--- config.mk ---
export PLATFORM = sky130hd
export DESIGN_NAME = prio_arbiter_flat
export DESIGN_NICKNAME = d
export VERILOG_FILES = /design/src/rtl/prio_arbiter_pkg.sv /design/src/rtl/prio_arbiter_if.sv /design/src/rtl/prio_pick.sv /design/src/rtl/prio_arbiter.sv /design/src/flat_wrapper.sv
export SDC_FILE = /design/constraint.sdc
export NUM_CORES = 1
export LEC_CHECK = 0
export CORE_MARGIN = 3
export CORE_UTILIZATION = 40
export DETAILED_ROUTE_END_ITERATION = 7
export PLACE_DENSITY = 0.71
export SLEW_MARGIN = 15
export SYNTH_ARGS = -nofsm -noshare
export SYNTH_HDL_FRONTEND = slang
export SYNTH_SLANG_ARGS = --single-unit
--- constraint.sdc ---
create_clock -name clk -period 2.7 [get_ports clk]
set_clock_uncertainty 0.1 [all_clocks]
set_input_delay 0.54 -clock clk [delete_from_list [all_inputs] [get_ports clk]]
set_output_delay 0.54 -clock clk [all_outputs]
set_load 0.02 [all_outputs]
--- src/rtl/prio_arbiter_pkg.sv ---
// Shared types and helpers for prio_arbiter: FSM state encoding and a
// highest-set-bit search over a vector of up to MaxN bits.
package prio_arbiter_pkg;

   localparam int unsigned MaxN = 64;
   localparam int unsigned MaxW = 6;

   typedef enum logic {
      ST_IDLE = 1'b0,
      ST_BUSY = 1'b1
   } state_e;

   typedef struct packed {
      logic            found;
      logic [MaxW-1:0] idx;
   } pick_t;

   // Ascending scan, so the last hit (highest index) is the one returned.
   function automatic pick_t highest_set(logic [MaxN-1:0] vec);
      pick_t res;
      res = '0;
      for (int unsigned i = 0; i < MaxN; i++) begin
         if (vec[i]) begin
            res.found = 1'b1;
            res.idx   = MaxW'(i);
         end
      end
      return res;
   endfunction

endpackage

--- src/rtl/prio_arbiter_if.sv ---
// Request/grant bundle between the requesters and prio_arbiter.
// master: requester side; slave: arbiter side.
interface prio_arbiter_if #(
   parameter int unsigned N = 8,
   parameter int unsigned W = $clog2(N)
) ();

   logic [N-1:0] req;
   logic         done;
   logic         gnt_valid;
   logic [W-1:0] gnt_idx;
   logic [N-1:0] gnt_onehot;

   modport master (
      output req,
      output done,
      input  gnt_valid,
      input  gnt_idx,
      input  gnt_onehot
   );

   modport slave (
      input  req,
      input  done,
      output gnt_valid,
      output gnt_idx,
      output gnt_onehot
   );

endinterface

--- src/rtl/prio_pick.sv ---
// Combinational highest-set-bit finder over an N-bit vector (N <= MaxN).
module prio_pick
   import prio_arbiter_pkg::*;
#(
   parameter int unsigned N = 8,
   parameter int unsigned W = $clog2(N)
) (
   input  logic [N-1:0] vec_i,
   output logic         found_o,
   output logic [W-1:0] idx_o
);

   pick_t res;
   logic  unused_idx;

   assign res        = highest_set(MaxN'(vec_i));
   assign found_o    = res.found;
   assign idx_o      = res.idx[W-1:0];
   assign unused_idx = ^res.idx;

endmodule

--- src/rtl/prio_arbiter.sv ---
// Registered N-way priority arbiter with sticky grant released by done.
// Define PRIO_ARBITER_RR_EN for round-robin search order; default is fixed MSB-first.
module prio_arbiter
   import prio_arbiter_pkg::*;
#(
   parameter int unsigned N = 8,
   parameter int unsigned W = $clog2(N)
) (
   input  logic         clk,
   input  logic         rst_n,
   prio_arbiter_if.slave bus
);

   state_e       state_q, state_d;
   logic         gnt_valid_q, gnt_valid_d;
   logic [W-1:0] gnt_idx_q, gnt_idx_d;
   logic [N-1:0] gnt_onehot_q, gnt_onehot_d;

   logic [N-1:0] masked_req;
   logic [N-1:0] pick_vec;
   logic         pick_found;
   logic [W-1:0] pick_raw;
   logic [W-1:0] pick_idx;

   // gnt_onehot_q is zero in IDLE, so this only masks the releasing owner.
   assign masked_req = bus.req & ~gnt_onehot_q;

`ifdef PRIO_ARBITER_RR_EN
   logic [W-1:0] ptr_q, ptr_d;

   // Rotate so bit N-1 of pick_vec is requester p-1 and bit 0 is p itself.
   always_comb begin
      pick_vec = '0;
      for (int unsigned j = 0; j < N; j++) begin
         pick_vec[j] = masked_req[(j + 32'(ptr_q)) % N];
      end
   end

   assign pick_idx = W'((32'(pick_raw) + 32'(ptr_q)) % N);
`else
   assign pick_vec = masked_req;
   assign pick_idx = pick_raw;
`endif

   prio_pick #(
      .N(N),
      .W(W)
   ) u_pick (
      .vec_i  (pick_vec),
      .found_o(pick_found),
      .idx_o  (pick_raw)
   );

   always_comb begin
      state_d      = state_q;
      gnt_valid_d  = gnt_valid_q;
      gnt_idx_d    = gnt_idx_q;
      gnt_onehot_d = gnt_onehot_q;
`ifdef PRIO_ARBITER_RR_EN
      ptr_d        = ptr_q;
`endif
      unique case (state_q)
         ST_IDLE: begin
            if (pick_found) begin
               state_d      = ST_BUSY;
               gnt_valid_d  = 1'b1;
               gnt_idx_d    = pick_idx;
               gnt_onehot_d = N'(1) << pick_idx;
`ifdef PRIO_ARBITER_RR_EN
               ptr_d        = pick_idx;
`endif
            end
         end
         ST_BUSY: begin
            if (bus.done) begin
               if (pick_found) begin
                  gnt_idx_d    = pick_idx;
                  gnt_onehot_d = N'(1) << pick_idx;
`ifdef PRIO_ARBITER_RR_EN
                  ptr_d        = pick_idx;
`endif
               end else begin
                  state_d      = ST_IDLE;
                  gnt_valid_d  = 1'b0;
                  gnt_idx_d    = '0;
                  gnt_onehot_d = '0;
               end
            end
         end
         default: state_d = ST_IDLE;
      endcase
   end

   always_ff @(posedge clk or negedge rst_n) begin
      if (!rst_n) begin
         state_q      <= ST_IDLE;
         gnt_valid_q  <= 1'b0;
         gnt_idx_q    <= '0;
         gnt_onehot_q <= '0;
`ifdef PRIO_ARBITER_RR_EN
         ptr_q        <= '0;
`endif
      end else begin
         state_q      <= state_d;
         gnt_valid_q  <= gnt_valid_d;
         gnt_idx_q    <= gnt_idx_d;
         gnt_onehot_q <= gnt_onehot_d;
`ifdef PRIO_ARBITER_RR_EN
         ptr_q        <= ptr_d;
`endif
      end
   end

   assign bus.gnt_valid  = gnt_valid_q;
   assign bus.gnt_idx    = gnt_idx_q;
   assign bus.gnt_onehot = gnt_onehot_q;

endmodule

--- src/flat_wrapper.sv ---
// flat-port wrapper written by rule: the top's interface ports become plain ports
module prio_arbiter_flat import prio_arbiter_pkg::*;
#(
   parameter int unsigned N = 8,
   parameter int unsigned W = $clog2(N)
)
  (clk, rst_n, bus_req, bus_done, bus_gnt_valid, bus_gnt_idx, bus_gnt_onehot);
  prio_arbiter_if #(.N(N), .W(W)) bus_i ();
  input  logic clk;
  input  logic rst_n;
  input wire logic [$bits(bus_i.req)-1:0] bus_req;
  input wire logic [$bits(bus_i.done)-1:0] bus_done;
  output wire logic [$bits(bus_i.gnt_valid)-1:0] bus_gnt_valid;
  output wire logic [$bits(bus_i.gnt_idx)-1:0] bus_gnt_idx;
  output wire logic [$bits(bus_i.gnt_onehot)-1:0] bus_gnt_onehot;
  assign bus_i.req = bus_req;
  assign bus_i.done = bus_done;
  assign bus_gnt_valid = bus_i.gnt_valid;
  assign bus_gnt_idx = bus_i.gnt_idx;
  assign bus_gnt_onehot = bus_i.gnt_onehot;
  prio_arbiter #(.N(N), .W(W)) u_core (.clk(clk), .rst_n(rst_n), .bus(bus_i));
endmodule
### After elaboration in Yosys (flattened, before gate mapping)

Index checks and enable logic that the tools add are counted.
Widths: inputs -> output; s select.

| word-level totals | value |
|---|---|
| flip-flop bits (word level) | 13 |
| input port bits | 11 |
| output and inout bits | 12 |

| operators by class | value |
|---|---|
| equal/unequal tests | 3 |
| shifts and indexed selects | 1 |
| mux-type cells | 23 |
| bitwise logic cells | 3 |
| reductions and logical operators | 2 |

Operator list:

| cell | count |
|---|---|
| $mux 7 | 8 |
| $mux 8 | 3 |
| $pmux 8 s2 | 1 |
| $mux 3 | 3 |
| $and 8x8->8 | 1 |
| $not 8->8 | 1 |
| $shl 1x3->8 const A | 1 |
| $ne 2x2->1 const B | 3 |
| $pmux 3 s2 | 1 |
| $mux 1 | 5 |
| $pmux 1 s2 | 2 |
| $reduce_and 3->1 | 1 |
| $reduce_and 2->1 | 1 |
| $not 1->1 | 1 |

### Depth between registers and ports, before layout

Gate-level depths: netlist of run 1.

| depth | value |
|---|---|
| depth in word-level cells | 14 |
| gate-level depth with buffers | 5 |
| gate-level depth less buffers | 5 |

### Hierarchy

A second synthesis of run 1 with hierarchy kept.

| second synthesis, totals | value |
|---|---|
| cells, all modules | 65 |
| area total of the unflattened synthesis | 655.6 um2 |

Modules (own cells, without submodules):

| module | times used | cells each | area an instance (um2) |
|---|---|---|---|
| prio_arbiter | 1 | 53 | 598.1 |
| prio_pick | 1 | 12 | 57.6 |

### Least setup slack after synthesis of run 1

Ideal clock, no wire load.

| timing | value |
|---|---|
| path type | in2reg |
| start | input port bus_req[7] |
| end | register u_core.gnt_idx_q[2] (netlist: u_core.bus.gnt_idx[2]) |
| data arrival time | 1509 ps |
| data required time | 2533 ps |
| setup slack | 1024 ps |
| stages | 4 |
| path buffers | 0 |
| cells stage by stage | or2b_2 > nand4_4 > o41ai_4 > a22o_1 |

| between the ends | value |
|---|---|
| word-level cells in the longest chain between the ends | 5 |
| elaborated cells on any way between the ends | 8 |

RTL lines:

| element | RTL line | RTL |
|---|---|---|
| from (decl) | flat_wrapper.sv:11 | `input wire logic [$bits(bus_i.req)-1:0] bus_req;` |
| $and 8x8->8 * | prio_arbiter.sv:26 | `assign masked_req = bus.req & ~gnt_onehot_q;` |
| $mux 7 * | prio_arbiter_pkg.sv:23 | `if (vec[i]) begin` |
| $mux 3 | prio_arbiter.sv:76 | `if (pick_found) begin` |
| $mux 3 | prio_arbiter.sv:75 | `if (bus.done) begin` |
| $pmux 3 s2 | prio_arbiter.sv:62 | `unique case (state_q)` |
| to (signal assigned) | prio_arbiter.sv:106 | `gnt_idx_q <= gnt_idx_d;` |
| to (decl) | prio_arbiter.sv:16 | `logic [W-1:0] gnt_idx_q, gnt_idx_d;` |

Every way passes the cells marked *; elsewhere a longest branch is shown, timed or not. The select of a mux whose other input is x is not followed.
A chain may end at the register's enable or synchronous reset.

### Final worst setup path of run 1

| timing | value |
|---|---|
| start | input port bus_req[7] |
| end | register u_core.gnt_onehot_q[2] (netlist: u_core.bus.gnt_onehot[2]) |

| between the ends | value |
|---|---|
| word-level cells in the longest chain between the ends | 6 |
| elaborated cells on any way between the ends | 9 |

RTL lines:

| element | RTL line | RTL |
|---|---|---|
| $and 8x8->8 * | prio_arbiter.sv:26 |  |
| $mux 7 * | prio_arbiter_pkg.sv:23 |  |
| $shl 1x3->8 | prio_arbiter.sv:68, prio_arbiter.sv:78 |  |
| $mux 8 | prio_arbiter.sv:76 |  |
| $mux 8 | prio_arbiter.sv:75 |  |
| $pmux 8 s2 | prio_arbiter.sv:62 |  |
| to (signal assigned) | prio_arbiter.sv:107 | `gnt_onehot_q <= gnt_onehot_d;` |
| to (decl) | prio_arbiter.sv:17 | `logic [N-1:0] gnt_onehot_q, gnt_onehot_d;` |

Marks and branches as above.

==> results of run 1 <==
[worst paths after layout]
kind	endpoint	depth (start not counted)
min in group asynchronous	u_core.bus.gnt_onehot[5]$_DFFE_PN0P_	1
hold reg to reg	u_core.bus.gnt_onehot[3]$_DFFE_PN0P_	2
max in group asynchronous	u_core.state_q$_DFF_PN0_	1
setup reg to reg	u_core.bus.gnt_onehot[2]$_DFFE_PN0P_	5
setup / recovery	u_core.bus.gnt_onehot[2]$_DFFE_PN0P_	6
hold / removal	u_core.bus.gnt_onehot[3]$_DFFE_PN0P_	2
[worst max-delay path, cell delays in order]
cell                              delay [ps]
sky130_fd_sc_hd__clkdlybuf4s50_1         410
sky130_fd_sc_hd__or2b_2                  210
sky130_fd_sc_hd__nand4_4                 120
sky130_fd_sc_hd__o41ai_4                 610
sky130_fd_sc_hd__nand2_1                 110
sky130_fd_sc_hd__o21ai_0                 100
[area by class of cell]
type / instances / area (um^2)
clock buffer: 4 / 26.28
fill: 130 / 600.6
inverter: 1 / 3.754
multi-input combinational: 50 / 362.8
sequential: 13 / 325.3
tap: 16 / 20.02
timing repair buffer: 22 / 220.2
[report_power, final]
| group | total [mW] | switching (mW) | internal (mW) |
|---|---|---|---|
| Combinational | 0.170 | 0.0853 | 0.0852 |
| Sequential | 0.230 | 0.0156 | 0.215 |
| Clock | 0.116 | 0.0591 | 0.0573 |
[Yosys cell counts]
master                     count
sky130_fd_sc_hd__a311o_1       1
sky130_fd_sc_hd__a22oi_1       2
sky130_fd_sc_hd__a22o_1        1
sky130_fd_sc_hd__or2b_2        1
sky130_fd_sc_hd__and2b_2       1
sky130_fd_sc_hd__a21bo_2       1
sky130_fd_sc_hd__nand2b_1      3
sky130_fd_sc_hd__a31o_2        1
sky130_fd_sc_hd__nand2b_2      2
sky130_fd_sc_hd__o41ai_4       1
sky130_fd_sc_hd__nor2_1        1
sky130_fd_sc_hd__nand3_1       1
sky130_fd_sc_hd__o21ai_0       8
sky130_fd_sc_hd__inv_1         1
sky130_fd_sc_hd__nor3_1        2
sky130_fd_sc_hd__and2b_1       1
sky130_fd_sc_hd__nand4_4       1
sky130_fd_sc_hd__nand3b_1      1
sky130_fd_sc_hd__nor4_1        1
sky130_fd_sc_hd__a31oi_1       1
sky130_fd_sc_hd__nor2b_1       2
sky130_fd_sc_hd__a21oi_1       3
sky130_fd_sc_hd__a32o_1        3
sky130_fd_sc_hd__nand2b_4      2
sky130_fd_sc_hd__nand2_1       7
sky130_fd_sc_hd__o21ai_1       2
sky130_fd_sc_hd__dfrtp_1      13
[state kept, by name, indices dropped and copies added, names as in the netlist]
signal and flops:
u_core.state_q 1, u_core.bus.gnt_idx 3, u_core.bus.gnt_onehot 8, u_core.bus.gnt_valid 1
[cell families (layout without fill, tap and decap cells)]
logic type | Yosys count | count (layout) | share of synthesized area, %
AND/OR/NAND/NOR | 26 | 26 | 26.22
AO/OA/AOI/OAI | 24 | 24 | 26.22
flip-flops | 13 | 13 | 47.02
buffers and inverters | 1 | 27 | 0.5420
[metal layers]
| layer | vias up | part of all wire [%] |
|---|---|---|
| met4 | 0 | 0.25 |
| met3 | 2 | 5.0 |
| met2 | 16 | 49 |
| met5 | - | 0 |
| li1 | 298 | - |
| met1 | 278 | 46 |
[through the flow]
stage | power [mW] | area [um^2] | utilization (%)
6_report | 0.5171 | 958.4 | 61.48
5_1_grt | 0.5508 | 958.4 | 61.48
4_1_cts | 0.5263 | 958.4 | 61.48
3_5_place_dp | 0.4058 | 932.1 | 59.79
3_3_place_gp | 0.4020 | 932.1 | 59.79
2_1_floorplan | 0.3283 | 691.9 | -
[placed cells by master, fill, tap and decap left out, drive strengths merged]
master / instances
clkdlybuf4s50: 22
dfrtp: 13
o21ai: 10
nand2: 7
nand2b: 7
clkbuf: 4
a21oi: 3
a32o: 3
nor3: 2
nor2b: 2
a22oi: 2
and2b: 2
or2b: 1
nand4: 1
inv: 1
a31o: 1
o41ai: 1
a22o: 1
a21bo: 1
nor4: 1
a31oi: 1
nand3b: 1
nor2: 1
nand3: 1
a311o: 1
==> metrics.md, run 1 <==
| Metric | Value |
|---|---|
| Number of slew-limit violations in the final report | 0 |
| Final setup violation count | 0 |
| Area of the die | 0.002265 mm^2 |
| Largest fanout on the critical path | 9 |
| Run status | finished, final reports clean |
| Die span in x | 47.59 um |
| Number of diodes | 0 |
| Clock slew seen by the registers of the worst setup and hold paths | 70 ps |
| Number of clock sinks | 13 |
| Global routing's busiest layer | met2 |
| Slack of the worst reg-to-reg path | 970 ps |
| Total placed cells including tap cells | 102 |
| Initial cell density of the core | 44.38% |
| Vias | 594 |
| Fraction of post-synthesis cell area in the top cell type by area | 47.02% |
| Maximum number of pins on one net before global-route repair | 14 |
| GR Util met2 | 25.13% |
| Synth Instances | 64 |
| Data arrival, critical path | 2100 ps |
| WP data required | 2780 ps |
| Met3 layer usage reported by global route | 6.767% |
| Number of buffers inserted during clock tree synthesis | 3 |
| Worst VDD drop | 288.9 uV |
| Routability Congestion | 0.8252 |
| Global-route met1 utilization | 21.20% |
| Synthesized area divided by synthesized cell count | 10.81 um^2 |
| Crit path from | bus_req[7] |
| Height of the chip | 47.59 um |
| Class of the tightest hold or removal check | reg -> reg |
| Layout Cells excl Fill | 106 |
| Half-perimeter wire length of the detailed placement result | 1.262 mm |
| Hold_sp | u_core.bus.gnt_onehot[3]$_DFFE_PN0P_ |
| Sequential share of the synthesized area | 47.02% |
| Latest clock arrival within the worst-skew pair | 270 ps |
| Post-route DRC | 0 |
| Clock buffer depth | 2 |
| Congestion Overflow GR | 0 |
| Share of post-route cells with drive strength above 1 | 14.44% |
| Crit Reg-Reg Startpoint | u_core.bus.gnt_onehot[5]$_DFFE_PN0P_ |
| DR pass1 iterations | 4 |
| Setup slack of the critical path after layout | 681.0 ps |
| DR WL/cell | 14.98 um |
| Fin. Hold Viols | 0 |
| Area overhead of the layout relative to synthesis | 38.52% |
| Worst rel slew slack | 61.40% |
| Wire length of the first global-routing pass | 2.539 mm |
| Synth Cell Area | 691.9 um^2 |
| RSZ-0062 raised after global routing | false |
| Global Route Usage Sum | 16.46% |
| H-tree Lvls | 1 |
| Endpoint type of the worst setup path | flip-flop |
| Power density over cell area | 539.5 mW/mm^2 |
| 1st-iter DRT viols | 18 |
| Number of maximum-capacitance violations | 0 |
| Yosys Warn Count | 0 |
| Hold_buf cts | 0 |
| Via-per-instance ratio | 5.604 |
| Routed Wire Length | 1.588 mm |
| Final clock period utilization by the worst path | 74.78% |
| Leakage power of the design | 0.3911 nW |
| Ranking of synthesized cells by area | sky130_fd_sc_hd__dfrtp_1 47%, sky130_fd_sc_hd__o21ai_0 5.8%, sky130_fd_sc_hd__a32o_1 4.3%, sky130_fd_sc_hd__nand2b_4 4.0%, sky130_fd_sc_hd__o41ai_4 4.0% |
| Timing-limited maximum frequency | 495.3 MHz |
| Crit path launch type | primary input |
| TritonCTS clock tree | built |
| Type of the worst setup path | in -> reg |
| Slew at the pin closest to its max-slew limit | 577.3 ps |
| Core Area | 0.001559 mm^2 |
| Final-stage net count | 102 |
| Number of routed nets with antenna violations | 0 |
| Vias in the first global route | 601 |
| Quantity of gates resized following cts | 0 |
| Root buf cell | sky130_fd_sc_hd__clkbuf_4 |
| Net count after synthesis | 75 |
| I/O pin total | 23 |
| Rows | 14 |
| Worst Hold Slack | 405.8 ps |
| Unique cell type count in the Yosys netlist | 27 |
| Antenna violations before repair | 0 |
| Port Buffer Count | 22 |
| #FFs+latches synth | 13 |
| # Post-CTS Setup Buffers | 0 |
| Post-place setup slack | 417.7 ps |
| Sum of negative setup slack | 0 ps |
| Final critical delay including setup and external delays | 2019 ps |
| Largest area contributor in the synthesized netlist | sky130_fd_sc_hd__dfrtp_1 |
Power figures use the tool's default switching activity.
==> inputs of run 2 (changes only) <==
--- a/config.mk
+++ b/config.mk
@@ -6,9 +6,9 @@
 export NUM_CORES = 1
 export LEC_CHECK = 0
 export CORE_MARGIN = 3
-export CORE_UTILIZATION = 40
+export CORE_UTILIZATION = 39
 export DETAILED_ROUTE_END_ITERATION = 7
-export PLACE_DENSITY = 0.71
+export PLACE_DENSITY = 0.73
 export SLEW_MARGIN = 15
 export SYNTH_ARGS = -nofsm -noshare
 export SYNTH_HDL_FRONTEND = slang
==> constraint.sdc (replaced) <==
create_clock -name clk -period 1.8 [get_ports clk]
set_clock_uncertainty 0.1 [all_clocks]
set_input_delay 0.36 -clock clk [delete_from_list [all_inputs] [get_ports clk]]
set_output_delay 0.36 -clock clk [all_outputs]
set_load 0.02 [all_outputs]
==> run 2 against run 1 <==
Compared with the run above: sequential share of layout area shrank 3.6 points; final area grew 12%; core utilization grew 5.9 points; critical endpoint is now bus_gnt_onehot[4]; register-to-register slack lost 740 ps; wire length grew 13%; clock-buffer cell count is the same; power grew 57%; die area grew 2.2%; sequential power grew 50%; combinational power grew 70%; highest routed layer unchanged.
==> metrics.md, run 2 (same netlist as run 1, synthesis figures left out) <==
| Metric | Value |
|---|---|
| Total cell area at the placement stage | 0.001047 mm^2 (+12%) |
| Timing-limited maximum frequency | 572.6 MHz |
| Sw frac | 31.06% (+0.11 points) |
| Port Buffer Count | 22 (unchanged) |
| Wire length of the first global-routing pass | 2.911 mm (+15%) |
| Share of post-route cells with drive strength above 1 | 25.96% (+12 points) |
| Area of the die | 0.002316 mm^2 (+2.2%) |
| RSZ-0062 raised after global routing | false |
| Length in cells of the worst reg-to-reg path | 6 (+1) |
| Power density over cell area | 758.4 mW/mm^2 (+41%) |
| Crit path launch type | flip-flop |
| Run status | finished, final reports clean |
| Endpoint type of the worst setup path | output pin |
| Area overhead of the layout relative to synthesis | 55.15% |
| Layout Cells excl Fill | 128 (+21%) |
| Slowest stage cell, crit path | sky130_fd_sc_hd__clkdlybuf4s50_1 |
| Number of diodes | 0 (unchanged) |
| Largest fanout on the critical path | 3 (-6) |
| Routed Wire Length | 1.793 mm (+13%) |
| Leading cell type in the layout, fill and taps excluded | sky130_fd_sc_hd__clkdlybuf4s50_1 |
| Quantity of gates resized following cts | 0 (unchanged) |
| Antenna violations before repair | 0 (unchanged) |
| H-tree Lvls | 1 (unchanged) |
| Leakage power of the design | 0.4578 nW (+17%) |
| Type of the worst setup path | reg -> out |
| Most frequent cells in the layout | 22 x sky130_fd_sc_hd__clkdlybuf4s50_1, 14 x sky130_fd_sc_hd__buf_4, 13 x sky130_fd_sc_hd__dfrtp_1, 8 x sky130_fd_sc_hd__o21ai_0, 7 x sky130_fd_sc_hd__nand2_1 |
| Number of maximum-capacitance violations | 0 (unchanged) |
| Relative contribution of combinational cells to total power | 35.6% (+2.6 points) |
| Finished layout cell area | 0.001074 mm^2 (+12%) |
| Clock slew seen by the registers of the worst setup and hold paths | 80 ps (about the same) |
| Largest register FFs | 8 (unchanged) |
| Total buffers and inverters traversed by the critical path | 1 (unchanged) |
| Total stage count of the critical path | 1 (-5) |
| WP data required | 1340 ps (-1440 ps) |
| Worst VDD drop | 440.1 uV (+52%) |
| Half-perimeter wire length of the detailed placement result | 1.374 mm (+8.9%) |
| Data arrival, critical path | 1290 ps (-810 ps) |
| Total placed cells including tap cells | 124 (+22%) |
| Routability Congestion | 0.8202 (-0.61%) |
| Core Area | 0.001594 mm^2 (+2.2%) |
| Worst stage delay on the critical path | 620 ps (about the same) |
| Part of the total power dissipated in sequential elements | 42.3% (-2.2 points) |
| Number of buffers inserted during clock tree synthesis | 3 (unchanged) |
| Latest clock arrival within the worst-skew pair | 270 ps (about the same) |
| Class of the tightest hold or removal check | in -> async |
| Die span in x | 48.12 um (+1.1%) |
| DR pass1 iterations | 4 (unchanged) |
| Via-per-instance ratio | 5.211 (-7.0%) |
| Initial cell density of the core | 43.41% (-0.98 points) |
| Cell internal power dissipation | 561.3 uW (+57%) |
| Cell family with the largest share of critical-path delay | buffers and inverters |
| DR WL/cell | 14.01 um (-6.5%) |
| I/O pin total | 23 (unchanged) |
| Congestion Overflow GR | 0 (unchanged) |
| Final setup violation count | 0 (unchanged) |
| Global Route Usage Sum | 18.64% (+2.2 points) |
| Number of routed nets with antenna violations | 0 (unchanged) |
| Hold_buf cts | 0 (unchanged) |
| Rows | 14 (unchanged) |
| Maximum number of pins on one net before global-route repair | 14 (unchanged) |
| TritonCTS clock tree | built |
| Net Switching | 252.8 uW (+58%) |
| Vias | 667 (+12%) |
| Final-stage net count | 116 (+14%) |
| Worst rel slew slack | 77.27% (+16 points) |
| Height of the chip | 48.12 um (+1.1%) |
| # Post-CTS Setup Buffers | 0 (unchanged) |
| Vias in the first global route | 688 (+14%) |
| 1st-iter DRT viols | 12 (-6) |
| Fin. Hold Viols | 0 (unchanged) |
| Slew at the pin closest to its max-slew limit | 338.3 ps (-239.0 ps) |
| Final clock period utilization by the worst path | 97.02% |
| Clock buffer depth | 2 (unchanged) |
| CP Cell Sequence | clkdlybuf4s50_1 |
| Clock Power Share | 22.1% (-0.4 points) |
| Post-route DRC | 0 (unchanged) |
| Final critical delay including setup and external delays | 1746 ps |
| Number of clock sinks | 13 (unchanged) |
| Root buf cell | sky130_fd_sc_hd__clkbuf_4 |
| Number of slew-limit violations in the final report | 0 (unchanged) |
==> run 2: layer usage <==
metal	wire length (um)	up-vias	share of wire (%)	track usage (%)
li1	-	321	-	-
met1	780	304	44	22.40
met2	816	32	46	29.29
met3	127	10	7.1	4.059
met4	68	0	3.8	13.44
met5	0	-	0	0
==> run 2: worst paths after layout <==
kind | end | start | slack, ps
min in group clk | u_core.bus.gnt_onehot[3]$_DFFE_PN0P_ | u_core.bus.gnt_onehot[3]$_DFFE_PN0P_ | 410
worst max-delay path | bus_gnt_onehot[4] | u_core.bus.gnt_onehot[4]$_DFFE_PN0P_ | 50
worst max register to register | u_core.bus.gnt_idx[0]$_DFFE_PN0P_ | u_core.bus.gnt_onehot[5]$_DFFE_PN0P_ | 230
worst min-delay path | u_core.bus.gnt_onehot[3]$_DFFE_PN0P_ | rst_n | 280
worst min register to register | u_core.bus.gnt_onehot[3]$_DFFE_PN0P_ | u_core.bus.gnt_onehot[3]$_DFFE_PN0P_ | 410
max in group asynchronous | u_core.bus.gnt_idx[2]$_DFFE_PN0P_ | rst_n | 1150
==> run 2: power by group through the flow <==
| stage | sequential [mW] | clock, mW | combinational, mW |
|---|---|---|---|
| floorplan | 0.385 | 0 | 0.108 |
| global placement | 0.349 | 0 | 0.285 |
| detailed placement | 0.350 | 0 | 0.290 |
| CTS | 0.344 | 0.185 | 0.291 |
| global route | 0.349 | 0.190 | 0.312 |
| finish | 0.344 | 0.180 | 0.289 |
==> run 2: final cells by class <==
type,instances,area [um^2]
Timing Repair Buffer,36,325.3
Fill cell,123,520.5
Multi-Input combinational cell,50,362.8
Sequential cell,13,325.3
Tap cell,24,30.03
Inverter,1,3.754
Clock buffer,4,26.28
==> run 2: stage by stage <==
step / hold slack (ps) / power, mW / setup WS (ps) / setup TNS [ps] / utilization [%]
floorplan: -35.59 / 0.4924 / 177.1 / 0 / -
global placement: 388.5 / 0.6342 / -120.7 / -1147 / 65.70
detailed placement: 395.8 / 0.6406 / -183.0 / -1781 / 65.70
CTS: 286.1 / 0.8210 / 46.74 / 0 / 67.35
global route: 302.1 / 0.8510 / 16.43 / 0 / 67.35
finish: 284.2 / 0.8141 / 53.71 / 0 / 67.35
==> inputs of run 3 (changes only) <==
--- a/config.mk
+++ b/config.mk
@@ -9,7 +9,7 @@
 export CORE_UTILIZATION = 39
 export DETAILED_ROUTE_END_ITERATION = 7
 export PLACE_DENSITY = 0.73
-export SLEW_MARGIN = 15
+export SLEW_MARGIN = 20
 export SYNTH_ARGS = -nofsm -noshare
 export SYNTH_HDL_FRONTEND = slang
 export SYNTH_SLANG_ARGS = --single-unit
==> results of run 3 <==
Final layout, timing and power as in run 2 (identical DEF).
